===== config.mk =====
export PLATFORM = sky130hd
export DESIGN_NAME = instr_encoder
export DESIGN_NICKNAME = d
export VERILOG_FILES = /design/src/rtl/instr_encoder.sv
export SDC_FILE = /design/constraint.sdc
export NUM_CORES = 1
export LEC_CHECK = 0
export BUFFER_PORTS_ARGS = -buffer_cell sky130_fd_sc_hd__clkbuf_2
export CAP_MARGIN = 20
export CORE_UTILIZATION = 47
export CTS_BUF_LIST = sky130_fd_sc_hd__clkbuf_8
export CTS_CLUSTER_DIAMETER = 150
export DETAILED_ROUTE_END_ITERATION = 10
export PLACE_DENSITY = 0.89
export SETUP_SLACK_MARGIN = 0.2
export SYNTH_ARGS = -nofsm -noshare
export SYNTH_HDL_FRONTEND = slang
export SYNTH_SLANG_ARGS = --single-unit

===== constraint.sdc =====
create_clock -name clk_i -period 1.7 [get_ports clk_i]
set_clock_uncertainty 0.05 [all_clocks]
set_input_delay 0 -clock clk_i [delete_from_list [all_inputs] [get_ports clk_i]]
set_output_delay 0 -clock clk_i [all_outputs]
set_load 0.05 [all_outputs]

===== src/rtl/instr_encoder.sv =====
// Packs R-type/LW/SW/BEQ field requests into 32-bit RISC-V words and writes them
// to consecutive instruction-memory addresses during a program load.
module instr_encoder (
  input  logic        clk_i,
  input  logic        rst_i,
  input  logic        start_i,
  input  logic        valid_i,
  output logic        ready_o,
  input  logic [1:0]  op_i,
  input  logic [9:0]  funct_i,
  input  logic [4:0]  rd_i,
  input  logic [4:0]  rs1_i,
  input  logic [4:0]  rs2_i,
  input  logic [12:0] imm_i,
  input  logic        last_i,
  output logic        mem_we_o,
  output logic [31:0] mem_addr_o,
  output logic [31:0] mem_data_o,
  output logic [8:0]  count_o,
  output logic        done_o,
  output logic        err_o
);

  typedef enum logic [1:0] {IDLE, RUN, DONE} state_t;

  localparam logic [1:0] OP_R   = 2'b00;
  localparam logic [1:0] OP_LW  = 2'b01;
  localparam logic [1:0] OP_SW  = 2'b10;
  localparam logic [1:0] OP_BEQ = 2'b11;

  state_t      stateReg, stateNext;
  logic [8:0]  countReg;
  logic        errReg;
  logic        weReg;
  logic [31:0] addrReg;
  logic [31:0] dataReg;
  logic        xfer;
  logic        restart;
  logic [31:0] encWord;

  always_comb begin
    encWord = 32'h0;
    case (op_i)
      OP_R:   encWord = {funct_i[9:3], rs2_i, rs1_i, funct_i[2:0], rd_i, 7'b0110011};
      OP_LW:  encWord = {imm_i[11:0], rs1_i, 3'b010, rd_i, 7'b0000011};
      OP_SW:  encWord = {imm_i[11:5], rs2_i, rs1_i, 3'b010, imm_i[4:0], 7'b0100011};
      OP_BEQ: encWord = {imm_i[12], imm_i[10:5], rs2_i, rs1_i, 3'b000,
                         imm_i[4:1], imm_i[11], 7'b1100011};
      default: encWord = 32'h0;
    endcase
  end

  // Capacity is 256 words: count bit 8 set means memory is full.
  assign ready_o = (stateReg == RUN) && !countReg[8];
  assign xfer    = valid_i && ready_o;
  assign restart = start_i && (stateReg != RUN);

  always_comb begin
    stateNext = stateReg;
    case (stateReg)
      IDLE:    if (start_i) stateNext = RUN;
      RUN:     if (xfer && (last_i || countReg == 9'd255)) stateNext = DONE;
      DONE:    if (start_i) stateNext = RUN;
      default: stateNext = IDLE;
    endcase
  end

  always_ff @(posedge clk_i) begin
    if (rst_i) begin
      stateReg <= IDLE;
      countReg <= 9'd0;
      errReg   <= 1'b0;
      weReg    <= 1'b0;
      addrReg  <= 32'h0;
      dataReg  <= 32'h0;
    end else begin
      stateReg <= stateNext;
      weReg    <= xfer;
      if (restart) begin
        countReg <= 9'd0;
        errReg   <= 1'b0;
      end
      if (xfer) begin
        addrReg  <= {21'b0, countReg, 2'b00};
        dataReg  <= encWord;
        countReg <= countReg + 9'd1;
        // Misaligned branch target: word still written, bit 0 is simply not encoded.
        if (op_i == OP_BEQ && imm_i[0]) errReg <= 1'b1;
      end
    end
  end

  assign mem_we_o   = weReg;
  assign mem_addr_o = addrReg;
  assign mem_data_o = dataReg;
  assign count_o    = countReg;
  assign done_o     = (stateReg == DONE);
  assign err_o      = errReg;

endmodule


Yosys cells after proc, flatten, opt, wreduce, memory -nomap -nowiden. Index checks and enable logic that the tools add are counted.

Add/subtract/negate cells: 1. Eq/ne operators: 9. Multiplexer cells: 9. Reductions and logical operators: 12.

Operator list (number): case mux 32 bit (4 select lines) (1); two-way mux 9 bit (2); adder 9 x 1 -> 9 bit, second input constant (1); equality test 9 x 8 -> 1 bit, second input constant (1); equality test 2 bit, second input constant (3); inequality test 2 x 1 -> 1 bit, second input constant (3); logical AND 1 bit (5); equality test 2 x 1 -> 1 bit, second input constant (2); zero test 2 bit (2); two-way mux 2 bit (2); case mux 2 bit (2 select lines) (1); two-way mux 1 bit (3); AND reduction 2 bit (1); nonzero test 2 bit (1); OR reduction 2 bit (1); zero test 1 bit (1); logical OR 1 bit (1).

Register bits: 54. Input bits: 45. Output and inout bits: 77. Logic and storage cells: 37.

Depth between registers and ports, before layout. Gate-level depths: netlist of run 1.

Depth after elaboration: 6. Depth in mapped cells: 7. Mapped depth without buffers: 7.

Worst setup path before layout of run 1. No wires, ideal clock.

Path kind: register to register. Start: reg countReg[0], in the netlist count_o[0]. End: reg stateReg[0]. Library setup time: 0.132 ns. Data arrival time: 1.676 ns. Required time: 1.518 ns. Setup slack: -0.158 ns. Cell stages (with the launch flop): 8. Path buffers: 0. Period minus slack after synthesis: 1.858 ns. Path through: dfxtp_1 ha_1 nand2_1 nor3_1 ha_1 nor2_1 o21ai_0 a21oi_1.

Cells in the longest elaborated chain, start to end: 5.

RTL lines: start: declaration (line 32) `logic [8:0] countReg;`; start signal: assignment (line 86) `countReg <= countReg + 9'd1;`; equality test 9 x 8 -> 1 bit (line 62) `RUN: if (xfer && (last_i || countReg == 9'd255)) stateNext = DONE;`; logical OR 1 bit (line 62); logical AND 1 bit (line 62); inequality test 2 x 1 -> 1 bit (no source line); AND reduction 2 bit (no source line); end signal: assignment (line 77) `stateReg <= stateNext;`; end: declaration (line 31) `state_t stateReg, stateNext;`.

No other way between the ends. A chain may end at the register's enable or synchronous reset.

Final worst setup path of run 1.
Start: reg countReg[0], in the netlist count_o[0]. End: reg countReg[8], in the netlist count_o[8].

Cells in the longest elaborated chain, start to end: 2.

RTL lines: adder 9 x 1 -> 9 bit (line 86); two-way mux 9 bit (line 83) `if (xfer) begin`.

No other way between the ends.

==> results of run 1 <==
==> routing by layer <==
metal	part of all wire [%]	routed length (um)
met2	51	3260
met4	2.6	164
met5	0	0
met3	5.3	339
met1	41	2590
==> power breakdown <==
group | switching [uW] | leakage (uW) | internal (uW)
registers | 27.2 | 0.000420 | 1230
clock network | 383 | 0.0000556 | 431
logic | 468 | 0.00100 | 195
==> repair_timing <==
item / CTS / global route
pin swaps: 1 / 6
endpoints found under the hold margin: 22 / 0
gates resized for setup: 4 / 13
gates cloned: 0 / 0
hold buffers: 25 / 0
setup buffers: 0 / 3
endpoints found under the setup margin: 5 / 21
==> through the flow <==
step / util (%) / instance area (sq um)
after floorplan: - / 2560
after global placement: 59.8 / 2900
after detailed placement: 59.8 / 2900
after CTS: 67.5 / 3270
after global routing: 69.2 / 3360
final: 69.2 / 3360
==> synthesized netlist by cell type, drive strengths merged, types with 7 or more instances <==
library cell	n	area, sq um
o21ai	9	45.0
dfxtp	51	1020
ha	7	87.6
nand2	40	150
a21oi	26	130
nor3	13	65.1
clkbuf	8	30.0
a221oi	11	96.3
buf	41	274
nor2	22	82.6
nor2b	11	68.8
==> path summary, 6_finish.rpt <==
path,cells after the start,end
worst max-delay path,6,count_o[8]
worst min-delay path,3,mem_data_o[26]
worst max register to register,6,count_o[8]
worst min register to register,2,mem_addr_o[6]
==> logic make-up after synthesis <==
group,count (synthesis),synth area share [%]
adder cells (fa/ha/maj),7,3.59
flip-flops,51,41.9
other,1,0.154
AND/OR/NAND/NOR,107,20.8
buffers and inverters,53,13.1
multiplexers,5,2.05
AO/OA/AOI/OAI,69,18.5
==> layout by cell type (no fill, tap or decap), types with 11 or more instances in the layout <==
cell type	Yosys	final
clkbuf_2	0	95
a21oi_1	26	26
conb_1	1	25
buf_4	28	11
dfxtp_1	51	42
nand2_1	40	39
a221oi_1	11	11
nor2_1	22	22
nor3_1	13	12
dlygate4sd3_1	0	25
==> registers in the layout (all words and copies together), names as in the netlist <==
register    flops
mem_data_o     29
mem_we_o        1
stateReg        2
count_o         9
mem_addr_o      9
err_o           1
==> area by class of cell <==
type	instances	area, sq um
Clock buffer	5	68.8
Multi-Input combinational cell	213	1260
Timing Repair Buffer	134	846
Sequential cell	51	1040
Inverter	4	15.0
Clock inverter	3	38.8
Fill cell	397	1490
Tap cell	67	83.8
==> worst register-to-register path, cell delays in order (launching register included) <==
cell,delay [ns]
dfxtp_4,0.39
ha_4,0.17
nand2_4,0.07
nor3_4,0.22
ha_4,0.22
nand2b_1,0.13
a21oi_1,0.13
==> flow_metrics.tcl, run 1 <==
set metrics [dict create \
    grt_usage_pct 22.9 \
    crit_buf_inv 0 \
    clock_latency_ns 0.29 \
    design.die.area_sq_um 5480 \
    hold_viol_final 1 \
    fin_nets 461 \
    period_share_pct 85.5 \
    core_area_sq_um 4850 \
    grt_pass1_vias 2227 \
    vias_per_cell 5.14 \
    async_reset_ff_share_pct 0 \
    p_leak_uw 0.00148 \
    crit_type "reg -> reg" \
    grt.met2_usage_pct 42.3 \
    cts_buffers 5 \
    busiest_layer "met2" \
    dr.pass1.iters 4 \
    synth_ff_type "dfxtp_1" \
    fmax_ghz 0.688 \
    wl_um 6350 \
    stdcell_count 477 \
    crit_start "count_o[0]" \
    cp_max_fo 6 \
    slowest_stage "dfxtp_4" \
    cts.sinks 51 \
    final-setup-viol-count 0 \
    rsz0062_at_grt "yes" \
    status "finished with violations" \
    fin_crit_ns 1.45 \
    dr_total_vias 2454 \
    max-cap-violations 0 \
    max_stage_delay_ns 0.39 \
    dp_slack_ns 0.170 \
    syn_area_sq_um 2440 \
    die_x_um 74.0 \
    diodes 0 \
    wl_per_cell_um 13.3 \
    die_height_um 74.0 \
    fin_setup_tns_ns 0 \
    cts_tree "yes" \
    powerDensity_nw_per_um2 816 \
    synth_seq_area_share_pct 41.9 \
    rows 25 \
    path_clk_slew_ns 0.09 \
    placed_cells 441 \
    initial_core_util_pct 50.3 \
    drive_above_1_share_pct 32.9 \
    ir_worst_vdd_uv 531 \
    ios 122 \
    cp.arrival_ns 1.63 \
    cts.htree.levels 2 \
    crit_family "simple AND/OR/NAND/NOR gates" \
    synth_cells 293 \
    hold_path.class "in -> reg" \
    synth_edf_count 0 \
    grt-ovfl-total 0 \
    setup_ws_ns 0.246 \
    drtAntennaViolNets 0 \
    hp-start "funct_i[4]" \
    grt_max_degree 30 \
    synth-seq-cells 51 \
    io_buffers 96 \
    clockRootBuffer "clkbuf_8" \
    worstPathRequired_ns 1.87 \
    antenna_found_initial 0 \
    reg2reg_from "count_o[0]" \
    grt_use_met1_pct 25.4 \
    finalWeightedCongestion 0.801 \
    violations "negative hold slack" \
    synth_warnings 0 \
    path_cells "ha_4, nand2_4, nor3_4, ha_4, nand2b_1, a21oi_1" \
    crit_path_start_kind "register" \
    syn_to_final_growth_pct 37.6 \
    cts_buffer_depth 2 \
    fin_total_pwr_uw 2740 \
    synth_cell_types 36 \
    drv_slew 0 \
    crit_path_frequent_cell "ha_4" \
    grtUsageMet3_pct 4.34 \
    syn_avg_cell_area_sq_um 8.32 \
    reg2reg_slack_ns 0.25 \
    grt_first_pass_wirelength_um 9670 \
    drt_iter0_markers 170 \
    drc_errors 0 \
    holdWs_ns -0.00596 \
    end_kind "register" \
    dp_hpwl_um 4260 \
]
(Power assumes the default switching activity.)
==> run 2, diff against run 1 <==
--- a/config.mk
+++ b/config.mk
@@ -8,7 +8,7 @@
 export BUFFER_PORTS_ARGS = -buffer_cell sky130_fd_sc_hd__clkbuf_2
 export CAP_MARGIN = 20
 export CORE_UTILIZATION = 47
-export CTS_BUF_LIST = sky130_fd_sc_hd__clkbuf_8
+export CTS_BUF_LIST = sky130_fd_sc_hd__clkbuf_2
 export CTS_CLUSTER_DIAMETER = 150
 export DETAILED_ROUTE_END_ITERATION = 10
 export PLACE_DENSITY = 0.89
==> run 2 against run 1 <==
Against the previous run:
- critical endpoint is now count_o[6]
- final area increased by 7.2%
- critical path type unchanged
- the flow still finishes with violations (negative hold slack)
- setup slack got worse by 0.055 ns
- sequential power about the same
- fmax decreased by 3.7%
- sequential share of layout area decreased by 1.9 points
==> flow_metrics.tcl, run 2 (synthesized netlist as in run 1, its figures left out) <==
set metrics [dict create \
    p_leak_uw 0.00156 \
    grt-ovfl-total 0 \
    worstPathRequired_ns 2.00 \
    worstHoldPathCells 4 \
    path_cells "ha_4, nand2_2, or4_1, a31oi_1" \
    power.switching_uw 899 \
    fillers 359 \
    rows 25 \
    wl_um 7590 \
    finalWeightedCongestion 0.801 \
    core_area_sq_um 4850 \
    power_frac_comb_pct 28.7 \
    holdWs_ns -0.0131 \
    fin_nets 490 \
    hold_path.class "in -> reg" \
    grt_first_pass_wirelength_um 11100 \
    grt_usage_pct 26.6 \
    cts_buffers 5 \
    power_switching_share_pct 34.2 \
    final-setup-viol-count 0 \
    crit_family "simple AND/OR/NAND/NOR gates" \
    reg2reg_from "count_o[1]" \
    hp-start "imm_i[6]" \
    seqPwrFrac_pct 48.0 \
    dr_total_vias 2676 \
    ios 122 \
    io_buffers 96 \
    place_area_sq_um 2900 \
    crit_path_start_kind "register" \
    path_clk_slew_ns 0.25 \
    max_stage_delay_ns 0.53 \
    powerDensity_nw_per_um2 731 \
    final_cell_area_sq_um 3600 \
    drtAntennaViolNets 0 \
    p_clk_share_pct 23.4 \
    cts.sinks 51 \
    grt_pass1_vias 2522 \
    drc_errors 0 \
    setup_ws_ns 0.191 \
    clockRootBuffer "clkbuf_2" \
    mostFrequentLayoutCells "clkbuf_2 (100), dlygate4sd3_1 (47), dfxtp_1 (41), nand2_1 (39), a21oi_1 (26)" \
    largest_reg_flops 29 \
    p_int_uw 1730 \
    status "finished with violations" \
    rsz0062_at_grt "yes" \
    cts_buffer_depth 2 \
    cp_num_cells 4 \
    fmax_ghz 0.663 \
    layout_commonest_cell "clkbuf_2" \
    crit_buf_inv 0 \
    hold_viol_final 1 \
    die_height_um 74.0 \
    vias_per_cell 5.29 \
    drv_slew 0 \
    fin_setup_tns_ns 0 \
    ff_latch_area_sq_um 1050 \
    grt_max_degree 30 \
    drive_above_1_share_pct 32.6 \
    initial_core_util_pct 50.3 \
    cp_max_fo 5 \
    clock_latency_ns 0.42 \
    r2r_end "count_o[6]" \
    slowest_stage "or4_1" \
    ir_worst_vdd_uv 539 \
    antenna_found_initial 0 \
    cp-endpoint "count_o[6]" \
    max-cap-violations 0 \
    dr.pass1.iters 4 \
    fin_crit_ns 1.51 \
    die_x_um 74.0 \
    rr_worst_depth 4 \
    diodes 0 \
    syn_to_final_growth_pct 47.6 \
    multiInputGateArea_sq_um 1240 \
    design.die.area_sq_um 5480 \
    crit_type "reg -> reg" \
    dp_hpwl_um 4260 \
    period_share_pct 88.8 \
    cts.htree.levels 2 \
    violations "negative hold slack" \
    wl_per_cell_um 15.0 \
    reg2reg_slack_ns 0.19 \
    dp_slack_ns 0.170 \
    drt_iter0_markers 129 \
    cts_tree "yes" \
    end_kind "register" \
    cp.arrival_ns 1.81 \
    crit_start "count_o[1]" \
]
run 2: repair_timing:
action / in CTS / in global routing
endpoints found under the hold margin: 38 / 0
gates resized for setup: 10 / 13
setup buffers: 4 / 6
pin swaps: 0 / 3
setup endpoints to repair: 10 / 19
hold buffers: 47 / 0
run 2: power by group through the flow:
stage,clock [uW],combinational [uW],sequential [uW]
3_3_place_gp,0,591,1280
4_1_cts,625,709,1260
2_1_floorplan,0,358,1430
5_1_grt,677,796,1270
3_5_place_dp,0,600,1290
6_report,614,754,1260
run 2: metrics by stage:
step / cells / total power, uW / utilization (%)
3_3_place_gp: 441 / 1880 / 59.8
3_5_place_dp: 441 / 1890 / 59.8
5_1_grt: 506 / 2740 / 74.2
4_1_cts: 500 / 2600 / 72.3
2_1_floorplan: 317 / 1790 / -
6_report: 506 / 2630 / 74.2
run 2: layer usage:
metal / vias to the layer above / track usage, % / wire (um)
met3: 30 / 6.37 / 416
met1: 1264 / 26.5 / 2880
met4: 0 / 13.5 / 286
met2: 121 / 51.1 / 4010
li1: 1261 / - / -
met5: - / 0 / 0
run 2: how the worst min path moves through the flow:
stage                                end
after floorplan           mem_data_o[15]
after global placement    mem_data_o[17]
after detailed placement  mem_data_o[17]
after CTS                 mem_data_o[26]
after global routing      mem_data_o[26]
final                     mem_data_o[26]
run 2: final cells by class:
| class | count | area share, % |
|---|---|---|
| inverter | 4 | 0.417 |
| clock buffer | 5 | 0.695 |
| clock inverter | 3 | 1.08 |
| sequential | 51 | 29.2 |
| timing repair buffer | 163 | 31.8 |
| tap | 67 | 2.33 |
| multi-input combinational | 213 | 34.5 |
run 2: worst reg2reg max path, cell delays in order, from the launching register on:
cell and delay (ns):
dfxtp_4 0.42, ha_4 0.15, nand2_2 0.08, or4_1 0.53
a31oi_1 0.21
